File: src/rtl/hilo_pkg.sv
// hilo_pkg: op encodings, FSM states and counter sizing shared by the HI/LO unit.
package hilo_pkg;
  typedef enum logic [2:0] {
    OP_NOP, OP_WR_PROD, OP_DIV, OP_DIVU, OP_MTHI, OP_MTLO
  } op_t;
  typedef enum logic [1:0] {IDLE, RUN, FIX} state_t;
  function automatic int cnt_width(input int w, input int b);
    return $clog2(w / b) + 1;
  endfunction
  localparam int CNT_W = cnt_width(32, 1);
endpackage

File: src/rtl/hilo_div_step.sv
// hilo_div_step: one combinational restoring shift-subtract step of the divider.
module hilo_div_step #(
  parameter int WIDTH = 32
) (
  input  logic [WIDTH-1:0] rem,
  input  logic             dvd_bit,
  input  logic [WIDTH-1:0] dsr,
  output logic [WIDTH-1:0] rem_nx,
  output logic             q_bit
);
  logic [WIDTH:0] t, d;
  assign t = {rem, dvd_bit};
  assign d = t - {1'b0, dsr};
  assign q_bit = ~d[WIDTH];
  assign rem_nx = q_bit ? d[WIDTH-1:0] : t[WIDTH-1:0];
endmodule

File: src/rtl/hilo_unit.sv
// hilo_unit: MIPS HI/LO register pair with product capture, MTHI/MTLO and iterative DIV/DIVU.
// Define HILO_CANCEL_EN to add a cancel input that aborts a running divide.
module hilo_unit
  import hilo_pkg::*;
#(
  parameter int WIDTH = 32,
  parameter int DIV_BITS_PER_CYCLE = 1
) (
  input  logic             clk,
  input  logic             reset_n,
  input  logic             op_valid,
  input  logic [2:0]       op,
  input  logic [WIDTH-1:0] alu_hi,
  input  logic [WIDTH-1:0] alu_lo,
  input  logic [WIDTH-1:0] rs_val,
  input  logic [WIDTH-1:0] rt_val,
`ifdef HILO_CANCEL_EN
  input  logic             cancel,
`endif
  output logic             op_ready,
  output logic             busy,
  output logic             done,
  output logic             div_by_zero,
  output logic [WIDTH-1:0] hi,
  output logic [WIDTH-1:0] lo
);
  localparam int B = DIV_BITS_PER_CYCLE;
  localparam int CW = cnt_width(WIDTH, B);
  state_t state, state_nx;
  logic [CW-1:0] cnt;
  logic [WIDTH-1:0] dvd, dsr, rem, rs_mag, rt_mag;
  logic neg_q, neg_r, acc, is_div, rs_neg, rt_neg, abort;
  logic [B:0][WIDTH-1:0] rc;
  logic [B-1:0] qb;
`ifdef HILO_CANCEL_EN
  assign abort = cancel && state != IDLE;
`else
  assign abort = 1'b0;
`endif
  assign busy = state != IDLE;
  assign op_ready = ~busy;
  assign acc = op_valid && state == IDLE;
  assign is_div = op == OP_DIV || op == OP_DIVU;
  assign rs_neg = op == OP_DIV && rs_val[WIDTH-1];
  assign rt_neg = op == OP_DIV && rt_val[WIDTH-1];
  assign rs_mag = rs_neg ? -rs_val : rs_val;
  assign rt_mag = rt_neg ? -rt_val : rt_val;
  assign rc[0] = rem;
  for (genvar i = 0; i < B; i++) begin : g_step
    hilo_div_step #(.WIDTH(WIDTH)) u_step (
      .rem(rc[i]), .dvd_bit(dvd[WIDTH-1-i]), .dsr(dsr),
      .rem_nx(rc[i+1]), .q_bit(qb[B-1-i])
    );
  end
  always_comb begin
    state_nx = abort ? IDLE
             : state == IDLE ? ((acc && is_div && rt_val != '0) ? RUN : IDLE)
             : state == RUN  ? (cnt == CW'(1) ? FIX : RUN)
             : IDLE;
  end
  always_ff @(posedge clk or negedge reset_n)
    if (!reset_n) state <= IDLE;
    else state <= state_nx;
  always_ff @(posedge clk or negedge reset_n) begin
    if (!reset_n) begin
      hi <= '0;
      lo <= '0;
      dvd <= '0;
      dsr <= '0;
      rem <= '0;
      cnt <= '0;
      neg_q <= 1'b0;
      neg_r <= 1'b0;
      done <= 1'b0;
      div_by_zero <= 1'b0;
    end else begin
      done <= 1'b0;
      div_by_zero <= 1'b0;
      if (!abort) begin
        case (state)
          IDLE: if (acc) begin
            case (op)
              OP_WR_PROD: begin hi <= alu_hi; lo <= alu_lo; end
              OP_MTHI: hi <= rs_val;
              OP_MTLO: lo <= rs_val;
              OP_DIV, OP_DIVU:
                if (rt_val == '0) begin
                  done <= 1'b1;
                  div_by_zero <= 1'b1;
                end else begin
                  dvd <= rs_mag;
                  dsr <= rt_mag;
                  rem <= '0;
                  cnt <= CW'(WIDTH / B);
                  neg_q <= rs_neg ^ rt_neg;
                  neg_r <= rs_neg;
                end
              default: ;
            endcase
          end
          RUN: begin
            rem <= rc[B];
            dvd <= {dvd[WIDTH-B-1:0], qb};
            cnt <= cnt - CW'(1);
          end
          FIX: begin
            lo <= neg_q ? -dvd : dvd;
            hi <= neg_r ? -rem : rem;
            done <= 1'b1;
          end
          default: ;
        endcase
      end
    end
  end
endmodule

File: config.mk
export PLATFORM = sky130hd
export DESIGN_NAME = hilo_unit
export DESIGN_NICKNAME = d
export VERILOG_FILES = /design/src/rtl/hilo_pkg.sv /design/src/rtl/hilo_div_step.sv /design/src/rtl/hilo_unit.sv
export SDC_FILE = /design/constraint.sdc
export NUM_CORES = 1
export LEC_CHECK = 0
export ABC_AREA = 1
export ABC_CLOCK_PERIOD_IN_PS = 3700
export BUFFER_PORTS_ARGS = -buffer_cell sky130_fd_sc_hd__buf_4
export CORE_ASPECT_RATIO = 0.5
export CORE_MARGIN = 1
export CORE_UTILIZATION = 60
export DETAILED_ROUTE_END_ITERATION = 10
export PLACE_DENSITY = 0.83
export SYNTH_ARGS = -nofsm -noshare
export SYNTH_HDL_FRONTEND = slang
export SYNTH_HIERARCHICAL = 1
export SYNTH_SLANG_ARGS = --single-unit
File: constraint.sdc
create_clock -name clk -period 3.7 [get_ports clk]
set_clock_uncertainty 0.15 [all_clocks]
set_input_delay 0.74 -clock clk [delete_from_list [all_inputs] [get_ports clk]]
set_output_delay 0.74 -clock clk [all_outputs]
set_load 0.01 [all_outputs]
Word level (Yosys, flattened, before mapping)
Index checks and enable logic that the tools add are counted.
{ "totals": {"regBits": 172, "out_inout_bits": 68, "inputBits": 134, "wordCells": 83} }
{ "classes": {"eq_ne": 13, "n_reduce_logical": 17, "addsub": 6, "n_mux": 32, "bitwise_logic": 4} }
{ "ops": {"columns": ["operator", "count"], "rows": [
  ["2-to-1 mux 32 bit", 13],
  ["one-hot mux 32 bit (2 select lines)", 6],
  ["negator 32 bit", 4],
  ["subtractor 33 x 32 -> 33 bit", 1],
  ["logical NOT 32 bit", 1],
  ["nonzero test 32 bit", 1],
  ["2-to-1 mux 6 bit", 3],
  ["one-hot mux 6 bit (2 select lines)", 1],
  ["AND reduction 4 bit", 2],
  ["equality test 3 x 2 -> 1 bit (second input constant)", 2],
  ["equality test 3 bit (second input constant)", 2],
  ["equality test 6 x 1 -> 1 bit (second input constant)", 1],
  ["2-to-1 mux 2 bit", 3],
  ["!= test 3 x 1 -> 1 bit (second input constant)", 2],
  ["AND reduction 3 bit", 2],
  ["nonzero test 2 bit", 3],
  ["subtractor 6 x 1 -> 6 bit (second input constant)", 1],
  ["logical AND 1 bit", 5],
  ["2-to-1 mux 1 bit", 5],
  ["!= test 2 bit (second input constant)", 2],
  ["equality test 3 x 1 -> 1 bit (second input constant)", 1],
  ["inverter 1 bit", 3],
  ["equality test 2 x 1 -> 1 bit (second input constant)", 1],
  ["equality test 2 bit (second input constant)", 1],
  ["other kinds (6)", 6]
]} }

Depth between registers and ports, before layout
Gate-level depths: netlist of run 1.
{ "depth": {"depth_word": 7, "depth_mapped": 19, "depth_no_buf": 18} }

Cells and area by module
Netlist of run 1, hierarchy kept.
{ "by_module_without_submodules": {"columns": ["module", "n_inst", "cells_per_inst", "area_each_um2", "seq_area_each_um2"], "rows": [
  ["hilo_unit", 1, 1805, 11731.3, 4304.1],
  ["hilo_div_step", 1, 680, 3150.5, 0.0]
]} }

Worst setup path after synthesis of run 1
Ideal clock, no wire load.
{ "synth_timing": {"kind": "register to register", "startpoint": "reg dvd[31]", "endpoint": "reg dvd[0]", "setup_time_ps": 130, "n_path_buf": 1, "synth_period_minus_slack_ps": 2387, "arrival_time_ps": 2107, "slack_ps": 1313, "path_stages_with_launch": 17, "required_time_ps": 3420, "cell_sequence": "dfrtp_1 > inv_1 > ha_1 > fa_1 > inv_1 > nand2_1 > nand2_1 > nand3_1 > nand2_2 > nand2_1 > nand2_2 > nand2_2 > nand3_1 > nand2_4 > buf_6 > a22oi_1 > o21ai_0"} }
{ "synth_between": {"elab_chain_len": 3} }
{ "synth_lines": {"columns": ["item", "line", "source"], "rows": [
  ["from (decl)", "hilo_unit.sv:31", "logic [WIDTH-1:0] dvd, dsr, rem, rs_mag, rt_mag;"],
  ["from (signal assigned)", "hilo_unit.sv:91", "dvd <= rs_mag;"],
  ["from (signal assigned)", "hilo_unit.sv:103", "dvd <= {dvd[WIDTH-B-1:0], qb};"],
  ["subtractor 33 x 32 -> 33 bit", "hilo_div_step.sv:13", "assign d = t - {1'b0, dsr};"],
  ["inverter 1 bit", "hilo_div_step.sv:14", "assign q_bit = ~d[WIDTH];"],
  ["named net qb", "hilo_unit.sv:34", "logic [B-1:0] qb;"],
  ["one-hot mux 32 bit (2 select lines)", "hilo_unit.sv:80", "case (state)"]
]} }
The timed path passes the listed nets, and every way through them passes these cells.
A chain may end at the register's enable or synchronous reset.

Final worst setup path of run 1
Ends and elaborated chain as after synthesis.

==> implementation parameters, run 1 <==
Parameter                              Value

Timing
  Post-route clock period utilization    80.2%
  Setup TNS    0 ns
  Number of failing setup endpoints in the final timing report    0
  Fin. Hold Viols    0
  Max Slew Vio Count    0
  Slew HR    50.2%
  Maximum clock rate    337 MHz
  Min Tclk post-route    between 2 and 3 ns
  Worst-margin pin slew    between 0.7 and 0.8 ns
  RSZ-0062 raised after global routing    false

Power and ir drop
  Share of power burned in the clock network    11.7%
  Power per cell area    858 nW/um^2
  Power share of the sequential group    about a quarter
  Worst supply voltage drop on vdd    between 0.3 and 0.4 mV
  Logic pwr share    63.3%
  Total internal power    ~6.8 mW
  Total net switching power    around 7.8 mW
  Static leakage    ~9.0 nW
  Share of total power consumed by net switching    53.6%

Floorplanning
  Rows    40
  Initial standard-cell utilization of the core    between 60% and 70%
  Die height    between 100 and 150 um
  Die area    ~25000 um^2
  Area of the core    24200 um^2
  Horizontal die dimension    around 220 um
  Top-level port count    a little over 200

Final layout
  Highest-count cells in the layout ignoring fill and taps    856 x nand2_1, 309 x inv_1, 272 x nor2_1
  Area of all placed cells without fillers    approximately 17000 um^2
  Final net count    between 2000 and 3000
  Area added between synthesis and finish    14.5%
  Share of layout cells above drive strength 1    11.7%
  Leading cell type in the layout, fill and taps excluded    nand2_1
  Diode count    0

Yosys
  Cell taking the most area after synthesis    dfrtp_1
  Synth cell types    43
  Number of nets in the synthesized netlist    around 2700
  Primary flip-flop cell chosen by synthesis mapping    dfrtp_1
  Post-Syn Area per Cell    approximately 6.0 um^2
  Top cell type's share of synthesized area    between 20 and 30%
  Largest cells by area after synthesis    dfrtp_1 29%, nand2_1 22%, nand3_1 8.8%, inv_1 7.8%, nor2_1 6.9%
  Number of enable flip-flop cells after synthesis    0
  Number of warnings reported in the yosys synthesis log    6
  Post-synthesis async set-or-reset flop share    100%
  Count of mapped cells out of synthesis    2485
  Number of flip-flops and latches in the synthesized netlist    around 170
  Share of synthesized area occupied by flip-flops and latches    approximately 29%
  Post-Synthesis Cell Area    ~15000 um^2

Global route
  Overall Global Routing Usage    between 30% and 40%
  Number of global-route vias before repair    14900
  Initial antenna violation count    0
  Largest net degree at the start of global routing    85
  Total congestion overflow after global routing    0
  First-pass GRT wire length    about 79000 um

Clock tree
  Clock tree from TritonCTS    done
  Clock network latency to the later pin of the worst-skew pair    0.45 ns
  Clock slew at the register clock pins of the worst setup and hold paths    approximately 0.070 ns
  Postcts setup bufs    0
  Number of resized instances in the post-cts repair step    0
  Maximum root-to-sink buffer count    2
  Clock net sink count    172
  Clock root cell    clkbuf_16
  Number of hold buffers added after cts    0
  Clock buffer count from CTS    17
  Maximum level of the CTS H-tree    4

Setup path
  CP max stage cell    dfrtp_1
  Worst setup slack for register-to-register paths    0.73 ns
  Sort of element at the end of the critical path    register
  Critical path type    register to register
  Crit path max fanout    33
  Crit-path max cell delay    between 0.4 and 0.5 ns
  Sort of element at the start of the critical path    register
  CP bufs+invs    2
  Cell class contributing the biggest share of worst-path delay    simple AND/OR/NAND/NOR gates
  Data arrival at the endpoint of the critical path    3.13 ns
  Critical-path cell list    inv_1, ha_1, fa_1, inv_1, nand2_1, nand2_1, nand3_1, nand2_2, nand2_1, nand2_2, nand2_2, nand3_1, nand2_4, a22oi_1, o21ai_0
  Critical path data required time    just under 4 ns

Place
  Estimated wirelength of the detail-placed design    slightly below 40000 um
  DP Area    between 15000 and 20000 um^2
  Routability congestion estimate from global placement    ~1
  Quantity of I/O buffers inserted on ports    about 200

Detailed routing
  DR iter-0 viols    2014
  DRT antenna net count    0
  Highest routed layer    met4
  Detailed-routed wire length on met2    21400 um
  Wire length on met1    21700 um
  Final Routed Wirelength    about 50000 um
  TritonRoute pass-1 iters    6
  Overall via count from detail_route    16900
  WL met3    a little over 5000 um
  Routed wirelength normalized by instance count    approximately 17 um
  DRC    0
  Mean number of vias per cell    around 5.6

Min path
  Type of the most critical hold path    input port to asynchronous set/reset pin

Run
  Number of max-cap violations    0

Run status
  Status    finished clean
==> metrics by stage <==
stage	utilization (%)	setup slack, ns	hold slack [ns]	total power, mW	std cells
floorplan	-	1.31	0.292	9.92	2485
global placement	68.2	0.792	0.317	12.4	2955
detailed placement	68.2	0.709	0.317	12.6	2955
CTS	70.5	0.793	0.0758	14.4	2987
global route	70.5	0.568	0.0848	15.9	2987
finish	70.5	0.734	0.0612	14.6	2987
==> state kept, by name, summed over array words and instances, names as in the netlist <==
| signal | cells |
|---|---|
| cnt | 6 |
| div_by_zero | 1 |
| done | 1 |
| dsr | 32 |
| dvd | 32 |
| hi | 32 |
| lo | 32 |
| neg_q | 1 |
| neg_r | 1 |
| rem | 32 |
| state | 2 |
==> area by class of cell <==
| type | instances | area (um^2) |
|---|---|---|
| multi-input cells | 1907 | 8900 |
| fillers | 2228 | 7130 |
| flip-flops and latches | 172 | 4300 |
| repair buffers | 218 | 1650 |
| inverters | 322 | 1210 |
| clock buffers | 19 | 443 |
| well taps | 336 | 420 |
| clock inverters | 13 | 106 |
==> power groups by stage <==
| stage | combinational [mW] | clock, mW | sequential [mW] |
|---|---|---|---|
| 6_report | 9.25 | 1.72 | 3.65 |
| 5_1_grt | 10.3 | 1.80 | 3.73 |
| 4_1_cts | 9.08 | 1.72 | 3.60 |
| 3_5_place_dp | 9.00 | 0 | 3.62 |
| 3_3_place_gp | 8.84 | 0 | 3.61 |
| 2_1_floorplan | 6.45 | 0 | 3.46 |
==> synthesized netlist by cell type (4+ instances only) <==
master and instances:
buf_2 27, o21ai_2 10, nor3_1 13, nand4_1 32, nand3_1 263, and2_1 6, or2_2 4, clkbuf_1 27
a21oi_1 118, nor2_2 6, nor2_4 4, o211ai_1 12, o21ai_1 19, inv_2 11, nand3b_1 12, inv_1 309
o21bai_1 7, buf_1 8, nor2_1 274, dfrtp_1 172, nand2_1 856, xnor2_1 4, xor2_1 34, nand2_2 12
buf_6 13, ha_1 38, buf_4 9, a31oi_1 20, o21ai_0 146
==> cell families (layout without fill, tap and decap cells) <==
kind of cell	Yosys count	in the layout	share of synthesized area, %
buffers and inverters	406	572	11.4
DFF	172	172	28.9
adders and majority gates	39	39	3.33
AOI/OAI and AO/OA	337	337	12.2
and+or+nand+nor	1493	1493	42.0
xor gates and xnor gates	38	38	2.24
==> final timing paths <==
path,endpoint,from,cells past startpoint
max,dvd[0],dvd[31],15
min,dsr[15],reset_n,1
max reg2reg,dvd[0],dvd[31],15
min reg2reg,dsr[15],dsr[15],2
max in group asynchronous,lo[10],reset_n,2
min in group clk,dsr[15],dsr[15],2
==> routing by layer <==
| metal | GRT usage, % | vias up |
|---|---|---|
| met2 | 59.9 | 842 |
| met5 | 0 | - |
| met1 | 57.1 | 7707 |
| met4 | 14.5 | 0 |
| li1 | - | 8205 |
| met3 | 6.57 | 100 |
Power figures use the tool's default switching activity.
==> run 2: changes to the inputs <==
- ABC_CLOCK_PERIOD_IN_PS: 3700 -> 2800
- clock period: 3.7 -> 2.8 ns (I/O delays scaled with it)
==> run 2 against run 1 <==
  * Die area is the same
  * Global-route usage is 0.94 points higher
  * Fmax increased by 9.1%
  * Clock-buffer cell count stayed put
  * Worst setup slack worse by 0.65 ns
  * Sequential share of layout area down 0.60 points
  * Clock power increased by 45%
  * Critical path depth did not move
  * Register-to-register slack worse by 0.65 ns
  * Utilization is 1.7 points higher
  * Total power grew 39%
  * Combinational power grew 42%
  * Largest power group unchanged
==> implementation parameters, run 2 (same netlist as run 1, synthesis figures left out) <==
Parameter                              Value

Power and ir drop
  Power share of the sequential group    23.4% (-1.6 points)
  Total power    20.4 mW (+39%)
  Worst supply voltage drop on vdd    0.532 mV (+37%)
  Power per cell area    1170 nW/um^2 (+36%)
  Share of total power consumed by net switching    53.8% (+0.17 points)
  Total net switching power    11.0 mW (+40%)
  Share of power burned in the clock network    12.3% (+0.6 points)
  Logic pwr share    64.3% (+1.0 points)
  Total internal power    9.41 mW (+39%)
  Static leakage    9.20 nW (+2.4%)

Final layout
  Number of fill cells    2158 (-3.1%)
  Leading cell type in the layout, fill and taps excluded    nand2_1
  Diode count    0 (unchanged)
  Area added between synthesis and finish    17.3%
  Area of all placed cells without fillers    17500 um^2 (+2.5%)
  Highest-count cells in the layout ignoring fill and taps    856 x nand2_1, 309 x inv_1, 271 x nor2_1
  Final net count    2840 (+1.0%)
  Number of non-filler instances in the completed layout    3015 (+0.94%)
  Share of layout cells above drive strength 1    12.9% (+1.2 points)

Timing
  Post-route clock period utilization    97.1% (+17 points)
  Least setup slack across all paths after layout    0.0823 ns (-0.652 ns)
  Min Tclk post-route    2.72 ns (-0.248 ns)
  Slew HR    49.7% (-0.55 points)
  Minimum hold slack    0.229 ns (+0.168 ns)
  Worst-margin pin slew    0.750 ns (+0.00819 ns)
  Maximum clock rate    368 MHz (+9.1%)
  Fin. Hold Viols    0 (unchanged)
  Max Slew Vio Count    0 (unchanged)
  Number of failing setup endpoints in the final timing report    0 (unchanged)

Setup path
  Worst setup slack for register-to-register paths    0.08 ns (-0.65 ns)
  Critical path type    register to register
  Crit-path max cell delay    0.49 ns (about the same)
  R2R cell count    15 (unchanged)
  Critical path's most frequent cell    nand2_1
  Data arrival at the endpoint of the critical path    2.87 ns (-0.26 ns)
  Sort of element at the start of the critical path    register
  Critical path data required time    2.95 ns (-0.92 ns)
  Crit path max fanout    16 (-52%)
  Critical-path cell list    ha_1, nand2_1, inv_1, nand2_1, inv_1, a21oi_1, nand2_2, nand2_2, nand2_4, nand2_4, nand2_8, nand2_1, nand2_1, nand2_1, o21ai_0
  Sort of element at the end of the critical path    register
  CP max stage cell    dfrtp_1

Floorplanning
  Horizontal die dimension    225 um (unchanged)
  Die area    25500 um^2 (unchanged)
  Top-level port count    202 (unchanged)
  Initial standard-cell utilization of the core    61.6% (unchanged)
  Die height    113 um (unchanged)
  Rows    40 (unchanged)
  Area of the core    24200 um^2 (unchanged)

Global route
  Total congestion overflow after global routing    0 (unchanged)
  Initial antenna violation count    0 (unchanged)
  Number of global-route vias before repair    15200 (+1.4%)
  First-pass GRT wire length    80000 um (+1.7%)
  Overall Global Routing Usage    40.6% (+0.94 points)
  Largest net degree at the start of global routing    65 (-24%)

Place
  Estimated wirelength of the detail-placed design    40200 um (+2.9%)
  DP Area    16700 um^2 (+1.3%)
  Worst slack at placement    0.116 ns (-0.593 ns)
  Quantity of I/O buffers inserted on ports    201 (unchanged)
  Routability congestion estimate from global placement    0.999 (-1.6%)
  Placed cells    2979 (+0.81%)

Min path
  Depth of the worst hold-timing path    4
  Type of the most critical hold path    input port to register

Detailed routing
  TritonRoute pass-1 iters    8 (+2)
  DR iter-0 viols    2358 (+17%)
  Overall via count from detail_route    17200 (+2.0%)
  DRC    0 (unchanged)
  DRT antenna net count    0 (unchanged)
  Routed wirelength normalized by instance count    17.4 um (+4.4%)
  Final Routed Wirelength    52600 um (+5.4%)
  Mean number of vias per cell    5.70 (+1.1%)

Clock tree
  Clock slew at the register clock pins of the worst setup and hold paths    0.07 ns (about the same)
  Clock root cell    clkbuf_16
  Maximum level of the CTS H-tree    4 (unchanged)
  Clock network latency to the later pin of the worst-skew pair    0.46 ns (about the same)
  Clock tree from TritonCTS    done
  Maximum root-to-sink buffer count    2 (unchanged)
  Clock buffer count from CTS    17 (unchanged)
  Clock net sink count    172 (unchanged)

Run
  Number of max-cap violations    0 (unchanged)

Run status
  Status    finished clean
[run 2: cell types whose count changed in the layout (fill, tap and decap cells not counted), moves of 3 or more]
cell,previous run,this run
buf_12,1,4
buf_4,216,237
clkinv_4,4,0
nand2_2,12,9
nand2_4,3,6
nand2_8,0,4
[run 2: routing by layer]
| metal | global-route usage [%] | share of wire (%) | up-vias |
|---|---|---|---|
| li1 | - | - | 8286 |
| met1 | 57.4 | 42 | 7826 |
| met2 | 61.4 | 43 | 970 |
| met3 | 9.11 | 11 | 116 |
| met4 | 13.5 | 3.0 | 0 |
| met5 | 0 | 0 | - |
[run 2: worst max-delay path: cells and delay by family (launching register included)]
family | cells | cell delay, ns
and+or+nand+nor | 10 | 1.10
adders and majority gates | 1 | 0.41
DFF | 1 | 0.49
AOI/OAI and AO/OA | 2 | 0.30
buffers and inverters | 2 | 0.11
[run 2: power by group through the flow]
stage / registers, mW / logic (mW) / clock network [mW]
final: 4.77 / 13.1 / 2.50
after detailed placement: 4.71 / 12.2 / 0
after floorplan: 4.58 / 8.52 / 0
after global routing: 4.85 / 14.4 / 2.60
after global placement: 4.70 / 12.0 / 0
after CTS: 4.69 / 12.3 / 2.50
[run 2: repair_timing]
| action | CTS | global route |
|---|---|---|
| endpoints found under the hold margin | 50 | 0 |
| buffers inserted | 0 | 0 |
| setup endpoints to repair | 0 | 33 |
| resized for setup | 0 | 17 |
| hold buffers | 1 | 0 |
[run 2: layout make-up]
class                           count  area, um^2  area share (%)
Inverter                          322        1210            6.93
Multi-Input combinational cell   1911        9040            51.8
Clock inverter                     12         151           0.867
Sequential cell                   172        4310            24.7
Tap cell                          336         420            2.41
Timing Repair Buffer              243        1880            10.8
Clock buffer                       19         453            2.59
[run 2: final timing paths]
path                             from      end
setup / recovery              rem[11]  rem[10]
hold / removal             rt_val[25]  dsr[25]
setup reg to reg              rem[11]  rem[10]
hold reg to reg                dsr[2]   dsr[2]
max in group asynchronous     reset_n  dvd[18]
min in group asynchronous     reset_n  rem[10]
[run 2: stage by stage]
stage | util [%] | TNS, ns
after floorplan | - | 0
after global placement | 69.1 | 0
after detailed placement | 69.1 | 0
after CTS | 71.7 | 0
after global routing | 72.2 | -0.144
final | 72.2 | 0
